[config.mk]
export PLATFORM = sky130hd
export DESIGN_NAME = fetch_stage
export DESIGN_NICKNAME = d
export VERILOG_FILES = /design/src/rtl/riscv_pkg.sv /design/src/rtl/pc_gen.sv /design/src/rtl/fetch_stage.sv
export SDC_FILE = /design/constraint.sdc
export NUM_CORES = 1
export LEC_CHECK = 0
export ABC_CLOCK_PERIOD_IN_PS = 9580
export BUFFER_PORTS_ARGS = -buffer_cell sky130_fd_sc_hd__buf_2
export CORE_MARGIN = 2
export CORE_UTILIZATION = 30
export CTS_BUF_LIST = sky130_fd_sc_hd__clkbuf_4 sky130_fd_sc_hd__clkbuf_8
export CTS_CLUSTER_SIZE = 8
export DETAILED_ROUTE_END_ITERATION = 8
export GPL_TIMING_DRIVEN = 0
export SLEW_MARGIN = 40
export SYNTH_ARGS = -nofsm -noshare
export SYNTH_HDL_FRONTEND = slang
export SYNTH_SLANG_ARGS = --single-unit
export TNS_END_PERCENT = 10
[constraint.sdc]
create_clock -name clk -period 9.58 [get_ports clk]
set_input_delay 0.479 -clock clk [delete_from_list [all_inputs] [get_ports clk]]
set_output_delay 0.479 -clock clk [all_outputs]
set_load 0.05 [all_outputs]
[src/rtl/riscv_pkg.sv]
// Shared RV32I pipeline definitions: machine width, bubble encoding and the
// IF/ID pipeline record.
package riscv_pkg;

    localparam int XLEN = 32;

    localparam logic [XLEN-1:0] NOP_INSTR        = 32'h0000_0013;
    localparam logic [XLEN-1:0] DEFAULT_RESET_PC = 32'h0000_0000;

    typedef struct packed {
        logic [XLEN-1:0] instr;
        logic [XLEN-1:0] pc;
        logic [XLEN-1:0] pc4;
        logic            valid;
    } ifid_t;

    localparam ifid_t IFID_BUBBLE = '{
        instr: NOP_INSTR,
        pc:    {XLEN{1'b0}},
        pc4:   {XLEN{1'b0}},
        valid: 1'b0
    };

    function automatic logic [XLEN-1:0] align_word(input logic [XLEN-1:0] addr);
        return {addr[XLEN-1:2], 2'b00};
    endfunction

endpackage

[src/rtl/pc_gen.sv]
// Program counter register with next-PC selection (redirect / hold / +4)
// and a registered pulse flagging a misaligned redirect target.
module pc_gen
    import riscv_pkg::*;
#(
    parameter logic [XLEN-1:0] RESET_PC = DEFAULT_RESET_PC
) (
    input  logic            clk,
    input  logic            rst,
    input  logic            stall,
    input  logic            redirect,
    input  logic [XLEN-1:0] redirect_target,
    output logic [XLEN-1:0] pc,
    output logic [XLEN-1:0] pc_plus4,
    output logic            misalign
);

    logic [XLEN-1:0] pc_q;
    logic [XLEN-1:0] pc_next;

    assign pc_plus4 = pc_q + XLEN'(4);

    always_comb begin
        pc_next = pc_plus4;
        if (redirect) begin
            pc_next = align_word(redirect_target);
        end else if (stall) begin
            pc_next = pc_q;
        end
    end

    // The low target bits are dropped from the PC but still reported.
    always_ff @(posedge clk or posedge rst) begin
        if (rst) begin
            pc_q     <= RESET_PC;
            misalign <= 1'b0;
        end else begin
            pc_q     <= pc_next;
            misalign <= redirect & (|redirect_target[1:0]);
        end
    end

    assign pc = pc_q;

endmodule

[src/rtl/fetch_stage.sv]
// RV32I instruction fetch: drives the combinational instruction memory and
// captures the returned word into the IF/ID register.
module fetch_stage
    import riscv_pkg::*;
#(
    parameter logic [XLEN-1:0] RESET_PC = DEFAULT_RESET_PC
) (
    input  logic            clk,
    input  logic            rst,
    input  logic            stall,
    input  logic            flush,
    input  logic            redirect,
    input  logic [XLEN-1:0] redirect_target,
    input  logic [XLEN-1:0] instruction,
    output logic [XLEN-1:0] imem_addr,
    output logic [XLEN-1:0] pc,
    output logic [XLEN-1:0] ifid_instr,
    output logic [XLEN-1:0] ifid_pc,
    output logic [XLEN-1:0] ifid_pc4,
    output logic            ifid_valid,
    output logic            misalign,
    output logic [XLEN-1:0] fetch_count
);

    logic [XLEN-1:0] pc_plus4;
    ifid_t           ifid_q;
    ifid_t           ifid_next;
    logic [XLEN-1:0] count_q;
    logic            latch_instr;

    pc_gen #(
        .RESET_PC(RESET_PC)
    ) u_pc_gen (
        .clk            (clk),
        .rst            (rst),
        .stall          (stall),
        .redirect       (redirect),
        .redirect_target(redirect_target),
        .pc             (pc),
        .pc_plus4       (pc_plus4),
        .misalign       (misalign)
    );

    assign imem_addr   = {2'b00, pc[XLEN-1:2]};
    assign latch_instr = !redirect && !stall && !flush;

    // Redirect beats stall; flush bubbles IF/ID whether or not stalled.
    always_comb begin
        ifid_next = ifid_q;
        if (redirect || flush) begin
            ifid_next = IFID_BUBBLE;
        end else if (!stall) begin
            ifid_next = '{instr: instruction, pc: pc, pc4: pc_plus4, valid: 1'b1};
        end
    end

    always_ff @(posedge clk or posedge rst) begin
        if (rst) begin
            ifid_q  <= IFID_BUBBLE;
            count_q <= '0;
        end else begin
            ifid_q <= ifid_next;
            if (latch_instr) begin
                count_q <= count_q + XLEN'(1);
            end
        end
    end

    assign ifid_instr  = ifid_q.instr;
    assign ifid_pc     = ifid_q.pc;
    assign ifid_pc4    = ifid_q.pc4;
    assign ifid_valid  = ifid_q.valid;
    assign fetch_count = count_q;

endmodule

==> impl_metrics.py <==
metrics = {
    "synth": {
        "synth_ff_type": "dfrtp_1",
        "synthArstFlopShare_pct": 100.0,
        "postSynthCellCount": 766,
        "synth_area_leaders": "dfrtp_1 (50%), mux2i_1 (7.6%), xnor2_1 (4.1%)",
        "synth-seq-cells": 156,
        "synth_cell_type_count": 53,
        "syn_area_um2": 7669,
        "synth-edff-count": 0,
        "avgSynthCellArea_um2": 10.01,
        "ys_warn_count": 0,
        "synth_top_area_share_pct": 49.93,
        "synth_top_cell_by_area": "dfrtp_1",
        "ys_seq_area_share_pct": 50.95,
    },
    "sta": {
        "setup_tns_ns": 0,
        "fin_skew_ns": 0.01912,
        "rsz0062_at_grt": "no",
        "tightest_slew_ns": 0.8119,
        "max_freq_ghz": 0.3807,
        "fin_crit_sh_pct": 27.42,
        "slew_violations": 0,
        "setup_viol": 0,
        "min_period_ns": 2.627,
        "slew_headroom_pct": 45.87,
        "hold_violations": 0,
    },
    "grt": {
        "grt_use_total_pct": 18.20,
        "grt_pass1_wl_mm": 37.14,
        "grt_pass1_vias": 6302,
        "antenna_found_initial": 1,
        "grt_overflow": 0,
        "grt_max_degree": 70,
    },
    "worst_setup_path": {
        "worstRegToRegCells": 6,
        "rrSetupSlack_ns": 6.95,
        "critPathKind": "flip-flop to flip-flop",
        "rr_startpoint": "u_pc_gen.pc[3]",
        "crit_fanout": 10,
        "rr_endpoint": "u_pc_gen.pc[30]",
        "worstPathArrival_ns": 2.93,
        "cp-start-kind": "flip-flop",
        "worst_ep_required_time_ns": 9.88,
        "crit_start": "u_pc_gen.pc[3]",
        "crit_path_end_kind": "flip-flop",
        "crit_end": "u_pc_gen.pc[30]",
    },
    "cells_and_area": {
        "mostFrequentLayoutCell": "buf_2",
        "finalNonFillerCells": 1392,
        "syn_to_final_growth_pct": 28.52,
        "nFillCells": 2602,
        "final_cell_mix": "buf_2 (260), dfrtp_1 (153), nor2_1 (79), nand2_1 (61), mux2i_1 (58)",
        "fin_nets": 1119,
        "layout-drive-gt1-share_pct": 33.46,
        "final_util_pct": 39.25,
    },
    "placed_design": {
        "placed_cells": 1358,
        "port_buffers": 253,
        "gp_congestion": 0.8199,
        "dp_hpwl_mm": 18.15,
    },
    "clocking": {
        "cts_buffers": 17,
        "cts_sinks": 156,
        "clk_pin_slew_ns": 0.10,
        "htree_num_levels": 4,
        "cts_root_buffer": "clkbuf_8",
        "cts_setup_buffers": 0,
        "cts_tree": "done",
        "clkLatencyLatePin_ns": 0.46,
        "cts_buffer_depth": 2,
    },
    "floorplan": {
        "coreArea_um2": 25110,
        "dieWidth_um": 163.9,
        "num_rows": 58,
        "die_area_um2": 26860,
        "die_h_um": 163.9,
        "start_util_pct": 30.54,
        "io_pins": 263,
    },
    "route": {
        "drt_pass1_iterations": 5,
        "ant_nets": 0,
        "wl_mm": 24.65,
        "routedWlPerCell_um": 17.71,
        "drtIter0Drc": 413,
        "vias": 6772,
        "via_per_inst": 4.865,
        "remaining_drc_errors": 0,
    },
    "worst_hold_path": {
        "hp-start": "redirect_target[26]",
        "hp-class": "primary input to flip-flop",
    },
    "power": {
        "pwr_density_cell_nw_per_um2": 169.8,
        "ir_drop_v": 0.00007445,
        "p_leak_nw": 4.905,
    },
    "run_status": {
        "outcome": "completed",
    },
    "run": {
        "drv_cap": 0,
    },
}
[critical path, stage by stage, from the launching register on]
cell and delay [ns]:
dfrtp_1 0.46, ha_1 0.33, nand2_1 0.23, or4_4 0.65, clkbuf_1 0.27, o41ai_1 0.39
a31oi_1 0.14
[layer usage]
metal / wire length (um) / global-route usage (%) / part of all wire [%]
met5: 0 / 0 / 0
met4: 329 / 4.585 / 1.3
met3: 1340 / 4.242 / 5.4
met2: 12070 / 29.77 / 49
met1: 10920 / 24.35 / 44
[flip-flops by register name, summed over array words and instances (netlist names)]
| name | flops |
|---|---|
| u_pc_gen.misalign | 1 |
| fetch_count | 32 |
| ifid_pc | 30 |
| ifid_valid | 1 |
| ifid_instr | 32 |
| u_pc_gen.pc | 30 |
| ifid_pc4 | 30 |
[power breakdown]
part / switching [mW] / leakage, nW / internal, mW
logic: 0.306 / 2.65 / 0.114
clock network: 0.267 / 0.196 / 0.242
registers: 0.0491 / 2.06 / 0.695
[kinds of logic (layout without fill, tap and decap cells)]
logic type,count (synthesis),after routing,synth area share (%)
compound gates,114,114,8.876
xor+xnor,53,53,6.053
fa+ha+maj,2,2,0.3263
buf+inv,104,392,7.097
flops,156,156,50.95
mux,59,59,7.717
other cells,1,9,0.04890
simple gates,277,277,18.93
[worst min path at each step]
stage / depth (start not counted) / endpoint
floorplan: 2 / u_pc_gen.pc[17]
detailed placement: 1 / fetch_count[31]
CTS: 3 / u_pc_gen.pc[26]
global route: 3 / u_pc_gen.misalign
finish: 3 / u_pc_gen.pc[26]
global placement: 1 / fetch_count[31]
[final cells by class]
| cell class | count | area, um^2 | area share (%) |
|---|---|---|---|
| Clock buffer | 19 | 255.2 | 2.590 |
| Antenna cell | 1 | 2.502 | 0.02539 |
| Timing Repair Buffer | 256 | 1331 | 13.51 |
| Multi-Input combinational cell | 513 | 3249 | 32.97 |
| Sequential cell | 156 | 3908 | 39.65 |
| Clock inverter | 13 | 141.4 | 1.435 |
| Tap cell | 330 | 412.9 | 4.189 |
| Buffer | 93 | 506.7 | 5.142 |
| Inverter | 11 | 48.80 | 0.4951 |
[timing repair]
| item | CTS | global route |
|---|---|---|
| hold buffers | 1 | 0 |
| gates resized for setup | 0 | 0 |
| endpoints found under the hold margin | 30 | 0 |
| endpoints found under the setup margin | 0 | 0 |
[through the flow]
stage	worst slack, ns	total power, mW	hold WS [ns]	instance area (um^2)
6_report	6.953	1.674	0.2185	9856
4_1_cts	6.930	1.697	0.1846	9852
5_1_grt	6.741	1.758	0.1962	9853
2_1_floorplan	4.899	1.059	0.5989	7695
3_3_place_gp	2.725	1.172	0.4568	9374
3_5_place_dp	6.862	1.180	0.4542	9445
[cell usage after synthesis, types with 4 or more instances]
cell type and n:
buf_1 5, nor4_1 10, nor2_1 79, or3_1 9, and3_1 5, o21ai_0 48
nand3_1 25, o31a_1 5, xnor2_1 36, or4_1 20, o31ai_1 7, o211ai_1 10
and4_1 9, a31oi_1 13, buf_4 38, clkbuf_1 41, xor2_1 17, a21oi_1 21
buf_2 6, nor3_2 4, nand2_1 61, mux2i_1 58, dfrtp_1 153, nand4_1 14
nor3_1 17, inv_1 10
Power figures use the tool's default switching activity.
